===== config.mk =====
export PLATFORM = sky130hd
export DESIGN_NAME = tmr_vote_out_buffer
export DESIGN_NICKNAME = d
export VERILOG_FILES = /design/src/rtl/tmr_vote_out_buffer.sv
export SDC_FILE = /design/constraint.sdc
export NUM_CORES = 1
export LEC_CHECK = 0
export CAP_MARGIN = 25
export CORE_MARGIN = 3
export CORE_UTILIZATION = 23
export CTS_CLUSTER_DIAMETER = 60
export DETAILED_ROUTE_END_ITERATION = 16
export DONT_BUFFER_PORTS = 1
export PLACE_DENSITY = 0.42
export SLEW_MARGIN = 20
export SYNTH_ARGS = -nofsm -noshare
export SYNTH_HDL_FRONTEND = slang
export SYNTH_SLANG_ARGS = --single-unit

===== constraint.sdc =====
create_clock -name clk -period 3.32 [get_ports clk]
set_input_delay 0.498 -clock clk [delete_from_list [all_inputs] [get_ports clk]]
set_output_delay 0.498 -clock clk [all_outputs]
set_load 0.1 [all_outputs]

===== src/rtl/tmr_vote_out_buffer.sv =====
// Output buffer behind the TMR voter: show-ahead FIFO of voted words plus
// error statistics and a consecutive-error monitor with a sticky alarm.
module tmr_vote_out_buffer #(
  parameter int DATA_LEN  = 27,
  parameter int DEPTH     = 4,
  parameter int ERR_LIMIT = 3,
  parameter int CNT_W     = 8
) (
  input  logic                clk,
  input  logic                reset,
  input  logic                in_valid,
  input  logic [DATA_LEN-1:0] in_data,
  input  logic                in_tmr_error,
  output logic                in_ready,
  output logic                out_valid,
  output logic [DATA_LEN-1:0] out_data,
  output logic                out_err,
  input  logic                out_ready,
  input  logic                clr_alarm,
  output logic [CNT_W-1:0]    err_count,
  output logic                alarm,
  output logic [1:0]          mon_state,
  output logic                first_err_valid,
  output logic [DATA_LEN-1:0] first_err_data
);

  localparam int AW = $clog2(DEPTH);
  localparam int OW = AW + 1;
  localparam logic [OW-1:0]    DEPTH_C = OW'(DEPTH);
  localparam logic [7:0]       LIMIT_C = 8'(ERR_LIMIT);
  localparam logic [CNT_W-1:0] CNT_MAX = {CNT_W{1'b1}};

  typedef enum logic [1:0] {
    ST_NORMAL   = 2'b00,
    ST_DEGRADED = 2'b01,
    ST_ALARM    = 2'b10
  } mon_state_e;

  logic [DATA_LEN:0]   mem_q [DEPTH];
  logic [AW-1:0]       wr_ptr_q, wr_ptr_d;
  logic [AW-1:0]       rd_ptr_q, rd_ptr_d;
  logic [OW-1:0]       count_q, count_d;
  logic                push_s, pop_s;
  logic [DATA_LEN:0]   head_s;

  logic [CNT_W-1:0]    err_cnt_q, err_cnt_d, err_base_s;
  logic [7:0]          consec_q, consec_d, consec_base_s, consec_inc_s;
  logic                fev_q, fev_d, fev_base_s;
  logic [DATA_LEN-1:0] fed_q, fed_d, fed_base_s;
  mon_state_e          state_q, state_d, state_base_s;

  assign in_ready  = (count_q != DEPTH_C);
  assign out_valid = (count_q != {OW{1'b0}});
  assign push_s    = in_valid & in_ready;
  assign pop_s     = out_valid & out_ready;
  assign head_s    = mem_q[rd_ptr_q];

  // Head entry is shown directly from storage; zero while empty so reset is clean.
  always_comb begin
    out_data = {DATA_LEN{1'b0}};
    out_err  = 1'b0;
    if (out_valid) begin
      out_data = head_s[DATA_LEN-1:0];
      out_err  = head_s[DATA_LEN];
    end else begin
      out_data = {DATA_LEN{1'b0}};
      out_err  = 1'b0;
    end
  end

  // FIFO storage write port (contents are never reset).
  always_ff @(posedge clk) begin
    if (push_s) begin
      mem_q[wr_ptr_q] <= {in_tmr_error, in_data};
    end
  end

  // Pointer and occupancy next-state.
  always_comb begin
    wr_ptr_d = wr_ptr_q + AW'(push_s);
    rd_ptr_d = rd_ptr_q + AW'(pop_s);
    case ({push_s, pop_s})
      2'b10:   count_d = count_q + {{(OW-1){1'b0}}, 1'b1};
      2'b01:   count_d = count_q - {{(OW-1){1'b0}}, 1'b1};
      default: count_d = count_q;
    endcase
  end

  // Pointer and occupancy registers.
  always_ff @(posedge clk or posedge reset) begin
    if (reset) begin
      wr_ptr_q <= {AW{1'b0}};
      rd_ptr_q <= {AW{1'b0}};
      count_q  <= {OW{1'b0}};
    end else begin
      wr_ptr_q <= wr_ptr_d;
      rd_ptr_q <= rd_ptr_d;
      count_q  <= count_d;
    end
  end

  // A clear is applied first, then any word accepted in the same cycle is counted on top.
  always_comb begin
    err_base_s    = clr_alarm ? {CNT_W{1'b0}}    : err_cnt_q;
    consec_base_s = clr_alarm ? 8'd0             : consec_q;
    fev_base_s    = clr_alarm ? 1'b0             : fev_q;
    fed_base_s    = clr_alarm ? {DATA_LEN{1'b0}} : fed_q;
    state_base_s  = clr_alarm ? ST_NORMAL        : state_q;
    consec_inc_s  = (consec_base_s == LIMIT_C) ? LIMIT_C : consec_base_s + 8'd1;
  end

  // Statistics and monitor next-state.
  always_comb begin
    err_cnt_d = err_base_s;
    consec_d  = consec_base_s;
    fev_d     = fev_base_s;
    fed_d     = fed_base_s;
    state_d   = state_base_s;
    if (push_s && in_tmr_error) begin
      err_cnt_d = (err_base_s == CNT_MAX) ? err_base_s : err_base_s + {{(CNT_W-1){1'b0}}, 1'b1};
      consec_d  = consec_inc_s;
      if (!fev_base_s) begin
        fev_d = 1'b1;
        fed_d = in_data;
      end else begin
        fev_d = fev_base_s;
        fed_d = fed_base_s;
      end
      case (state_base_s)
        ST_ALARM: state_d = ST_ALARM;
        default:  state_d = (consec_inc_s == LIMIT_C) ? ST_ALARM : ST_DEGRADED;
      endcase
    end else if (push_s) begin
      consec_d = 8'd0;
      case (state_base_s)
        ST_DEGRADED: state_d = ST_NORMAL;
        ST_ALARM:    state_d = ST_ALARM;
        default:     state_d = ST_NORMAL;
      endcase
    end else begin
      consec_d = consec_base_s;
      state_d  = state_base_s;
    end
  end

  // Statistics and monitor registers.
  always_ff @(posedge clk or posedge reset) begin
    if (reset) begin
      err_cnt_q <= {CNT_W{1'b0}};
      consec_q  <= 8'd0;
      fev_q     <= 1'b0;
      fed_q     <= {DATA_LEN{1'b0}};
      state_q   <= ST_NORMAL;
    end else begin
      err_cnt_q <= err_cnt_d;
      consec_q  <= consec_d;
      fev_q     <= fev_d;
      fed_q     <= fed_d;
      state_q   <= state_d;
    end
  end

  assign err_count       = err_cnt_q;
  assign mon_state       = state_q;
  assign alarm           = (state_q == ST_ALARM);
  assign first_err_valid = fev_q;
  assign first_err_data  = fed_q;

endmodule


==> reports/metrics.yaml <==
run_status:
  outcome: "complete, no violations"
flow_run:
  max-cap-violations: 0
critical_path:
  slowest_delay_ns: 0.54
  reg2regPathDepth: 8
  path_common_cell: "buf_4"
  crit_slowest_cell: "dfrtp_1"
  critPathLaunchType: "flop"
  path_class: "reg -> out"
  crit_fanout: 23
  crit_chain: "buf_4, mux4_2, nor2b_2, buf_4"
  cp-end-kind: "output pin"
  reg2reg_from: "count_q[0]"
  worst_ep_arrival_time_ns: 2.19
  r2r_slack_ns: 0.87
  timing.rr.end: "count_q[2]"
  required_ns: 2.82
clock_network:
  cts_tree: "built"
  cts.sinks: 165
  cts-root-buf: "clkbuf_16"
  cts_max_level: 4
  cts-resized-gates: 0
  ctsHoldBuffers: 0
  postCtsSetupBuffers: 0
  cts.clk_slew.worst_paths_ns: 0.06
  cts_made_buffers: 17
  clkLatencyLatePin_ns: 0.41
  clockBufferDepth: 2
layout:
  fin_cells: 903
  fin_nets: 545
  insertedDiodeCount: 0
  syn_to_final_growth_pct: 22.3
  layout-drive-gt1-share_pct: 28.9
drt:
  drc: 0
  vias: 3804
  firstDrtPassIters: 5
  viasPerCell: 4.21
  wl_per_cell_um: 17.0
  ant_nets: 0
  postRouteWirelength_um: 15400
  drtIter0Drc: 220
placed_design:
  place_congestion: 0.718
  place_ws_ns: 0.852
  port_buffers: 0
  place_inst: 871
  place_hpwl_um: 10200
synth:
  synthFlopType: "edfxtp_1"
  syn_avg_cell_area_sq_um: 14.7
  yosys-top-cells-area: "edfxtp_1 (50%), dfrtp_1 (20%), mux4_2 (9.3%)"
  ys_ff_latch: 165
  yosysSeqAreaShare_pct: 69.3
  yosys_warnings: 0
  yosysTopAreaCell: "edfxtp_1"
  synthDominantCellAreaShare_pct: 49.7
  yosysUniqueCellTypes: 46
  syn-num-nets: 498
  synth_cells: 459
  synth_edf_count: 112
  synthArstFlopShare_pct: 32.1
  netlist_area_sq_mm: 0.00677
sta:
  rsz0062_at_grt: "no"
  hold_ws_ns: 0.0464
  finalCriticalPeriod_ns: 2.69
  final.setup.tns_ns: 0
  worst_pin_slew_ns: 1.06
  setup_viol: 0
  post-route-period-util_pct: 81.0
  clock.fmax_mhz: 372
  hold_viol_final: 0
  final.setup.worst_slack_ns: 0.630
  slew_violations: 0
  relSlewSlack_pct: 29.3
  finClkSkew_ns: 0.00919
floorplan:
  die_h_um: 178
  ios: 102
  die_area_sq_mm: 0.0315
  die_x_um: 178
  rows: 62
  core_area_sq_mm: 0.0289
  start_util_pct: 23.5
global_routing:
  grt_pass1_vias: 4083
  antenna_found_initial: 0
  grt_max_degree: 36
  grt_first_pass_wirelength_um: 23400
  grt_overflow_total: 0
  grt_usage_pct: 10.0
hold_path:
  hold_path.class: "in -> async"
[worst max-delay path by stage]
stage,from,end,slack (ns),cells after the start
CTS,rd_ptr_q[1],out_data[25],0.58,4
global placement,count_q[2],mem_q[2][15],0.89,5
floorplan,count_q[2],mem_q[0][0],0.02,4
detailed placement,count_q[2],mem_q[2][15],0.85,5
global route,rd_ptr_q[0],out_data[25],0.50,4
finish,rd_ptr_q[1],out_data[25],0.63,4
[state kept, by name (all words and copies together) (netlist names)]
name and flops:
wr_ptr_q 2, consec_q 8, count_q 3, err_count 8, first_err_valid 1, mem_q 112
mon_state 2, rd_ptr_q 2, first_err_data 27
[metal layers]
| metal | up-vias | GRT usage (%) | share of wire, % |
|---|---|---|---|
| li1 | 1780 | - | - |
| met1 | 1922 | 12.1 | 43 |
| met2 | 92 | 16.9 | 49 |
| met3 | 10 | 3.51 | 6.4 |
| met4 | 0 | 2.85 | 0.93 |
| met5 | - | 0 | 0 |
[worst max-delay path: cells and delay by family, from the launching register on]
kind                   cells  cell delay (ns)
DFF                        1             0.54
muxes                      1             0.40
buffers and inverters      2             0.66
and+or+nand+nor            1             0.17
[area by class of cell]
type | instances | area (sq um)
Inverter | 12 | 45.0
Sequential cell | 165 | 4690
Fill cell | 2959 | 20600
Clock inverter | 13 | 164
Timing Repair Buffer | 50 | 400
Multi-Input combinational cell | 260 | 2060
Tap cell | 384 | 480
Clock buffer | 19 | 433
[kinds of logic (layout without fill, tap and decap cells)]
kind of cell / after synthesis / count (layout) / synth area share [%]
xor+xnor: 10 / 10 / 1.29
mux: 31 / 31 / 9.78
simple gates: 149 / 149 / 11.1
compound gates: 64 / 64 / 5.40
flops: 165 / 165 / 69.3
buf+inv: 34 / 94 / 1.98
fa+ha+maj: 6 / 6 / 1.22
[synthesized netlist by cell type, types with 9 or more instances]
cell / instances
a21oi_1: 10
clkbuf_1: 17
dfrtp_1: 53
edfxtp_1: 112
inv_1: 11
mux4_2: 28
nand2_1: 67
nor2_1: 10
nor2b_1: 38
nor3_1: 9
o21ai_0: 37
[cells in the final DEF (no fill, tap or decap), types with 2 or more instances in the layout]
| cell type | n |
|---|---|
| nand4_1 | 2 |
| nor2_4 | 2 |
| inv_8 | 4 |
| inv_1 | 10 |
| inv_2 | 2 |
| nor3_1 | 7 |
| nor2b_2 | 29 |
| clkinvlp_4 | 2 |
| bufinv_16 | 2 |
| nand2_1 | 67 |
| xor2_1 | 5 |
| o21ai_0 | 37 |
| dfrtp_1 | 52 |
| nor2_1 | 8 |
| edfxtp_1 | 112 |
| buf_4 | 48 |
| xnor2_1 | 5 |
| mux2i_1 | 2 |
| inv_6 | 2 |
| clkbuf_16 | 17 |
| o21a_1 | 2 |
| nor3_2 | 2 |
| a21oi_1 | 9 |
| clkinv_4 | 3 |
| mux4_2 | 28 |
| o211ai_1 | 4 |
| and2_1 | 2 |
| nor2b_1 | 9 |
| nand3_1 | 5 |
| ha_1 | 5 |
| nand2b_1 | 2 |
| clkbuf_1 | 2 |
| buf_12 | 2 |
| o21ai_1 | 4 |
[per-stage QoR]
step                      area (sq um)  utilization, %
after detailed placement          7680            26.6
final                             8280            28.7
after global placement            7680            26.6
after floorplan                   6780               -
after global routing              8280            28.7
after CTS                         8280            28.7
Power is left out: the tool's default activity adds up to more than one toggle a clock period on the data nets, which glitch-free logic cannot reach.
==> edit, RTL diff (same flow settings) <==
The parameter `CNT_W` goes from 8 to 10.
--- a/src/rtl/tmr_vote_out_buffer.sv
+++ b/src/rtl/tmr_vote_out_buffer.sv
@@ -5,5 +5,5 @@
   parameter int DEPTH     = 4,
   parameter int ERR_LIMIT = 3,
-  parameter int CNT_W     = 8
+  parameter int CNT_W     = 10
 ) (
   input  logic                clk,
Ports: changed (resized err_count); port bits go from 102 to 104. The function was not compared with the original's and may differ.
==> edit against the unedited design <==
Final area grew 0.92%. Wire length grew 4.2%. Highest routed layer unchanged. Setup slack gained 0.0072 ns. Critical path depth shrank 1. Synthesized area grew 1.8%. Sequential cell count grew 2. Global-route usage grew 0.12 points. First-iteration DRC count grew 5.5%.
Power is left out: the tool's default activity adds up to more than one toggle a clock period on the data nets, which glitch-free logic cannot reach.
==> edit: results (changes against the unedited design) <==
| Metric | Value |
|---|---|
| Antenna violations before repair | `0 (unchanged)` |
| Vias | `3860 (was 3804)` |
| DRT Pass-1 Iters | `4 (was 5)` |
| Unique masters post-synth | `57 (was 46)` |
| First-pass GRT wire length | `24.07 mm (was 23.45 mm)` |
| Placer Congestion | `0.7373 (was 0.7180)` |
| Worst slack at placement | `0.8322 ns (was 0.8517 ns)` |
| DRT Wirelength | `16.00 mm (was 15.35 mm)` |
| Most used DFF post-synth | `edfxtp_1 (unchanged)` |
| Synth area leaders | `edfxtp_1 (49%), dfrtp_1 (20%), mux4_2 (9.1%) (was edfxtp_1 (50%), dfrtp_1 (20%), mux4_2 (9.3%))` |
| Clock Skew | `0.009159 ns (was 0.009193 ns)` |
| Hold WS | `0.007858 ns (was 0.04641 ns)` |
| Vias in the first global route | `4072 (was 4083)` |
| Reg clk slew, reported paths | `0.06 ns (about the same)` |
| Post-synth ARST share | `32.93% (was 32.12%)` |
| Crit path max fanout | `29 (was 23)` |
| Worst path max stage delay | `0.91 ns (was 0.54 ns)` |
| Final #Nets | `551 (was 545)` |
| Post-CTS Setup Bufs | `0 (unchanged)` |
| Post-synth top cells | `edfxtp_1 (112), nand2_1 (67), dfrtp_1 (55), nor2b_1 (40), o21ai_0 (35) (was edfxtp_1 (112), nand2_1 (67), dfrtp_1 (53), nor2b_1 (38), o21ai_0 (37))` |
| Seq/Total Area, Yosys | `68.75% (was 69.27%)` |
| Slowest-stage cell, CP | `dfrtp_2 (was dfrtp_1)` |
| GRT Overall Usage | `10.14% (was 10.02%)` |
| Worst Tran Pin Value | `0.9269 ns (was 1.061 ns)` |
| HPWL Detailed | `10.24 mm (was 10.23 mm)` |
| Share of layout cells above drive strength 1 | `30.10% (was 28.90%)` |
| Most flop-heavy register | `mem_q (unchanged)` |
| Net count after synthesis | `502 (was 498)` |
| First-iteration detailed-routing DRC count | `232 (was 220)` |
| Fmax | `0.3728 GHz (was 0.3718 GHz)` |
| Largest net degree at the start of global routing | `55 (was 36)` |
| Status | `completed (unchanged)` |
==> edit: per-layer routing <==
layer / wire [µm] / GRT usage [%]
met5: 0 / 0
met4: 138 / 2.255
met3: 888 / 3.558
met2: 7870 / 16.68
met1: 7102 / 12.92
==> edit: area by class of cell <==
type,count,area [µm²]
Multi-Input combinational cell,263,2122
Clock buffer,18,429.2
Clock inverter,14,123.9
Fill cell,2936,20740
Timing Repair Buffer,53,417.9
Inverter,10,37.54
Sequential cell,167,4742
Tap cell,384,480.5
==> edit: kinds of logic after synthesis <==
logic type      count (synthesis)  synth area share (%)
xor+xnor                       11                 1.397
fa+ha+maj                       6                 1.198
mux                            32                 9.818
compound gates                 62                 5.645
flops                         167                 68.75
buf+inv                        33                 2.160
simple gates                  152                 11.03
==> edit: worst paths after layout <==
kind / from / end
worst max register to register: count_q[0] / count_q[2]
worst min-delay path: reset / first_err_data[19]
max in group asynchronous: reset / rd_ptr_q[0]
min in group clk: clr_alarm / err_count[3]
worst min register to register: count_q[2] / count_q[2]
worst max-delay path: rd_ptr_q[1] / out_data[8]
==> edit: worst max-delay path: cells and delay by family, from the launching register on <==
family	cells	cell delay, ns
flip-flops	1	0.91
multiplexers	1	0.43
buffers and inverters	1	0.25
AND/OR/NAND/NOR	1	0.18
==> edit: stage by stage <==
stage	instance area, µm²	utilization (%)	cells
global route	8353	28.71	909
detailed placement	7772	26.72	876
finish	8353	28.71	909
floorplan	6904	-	463
global placement	7772	26.72	876
CTS	8325	28.62	908
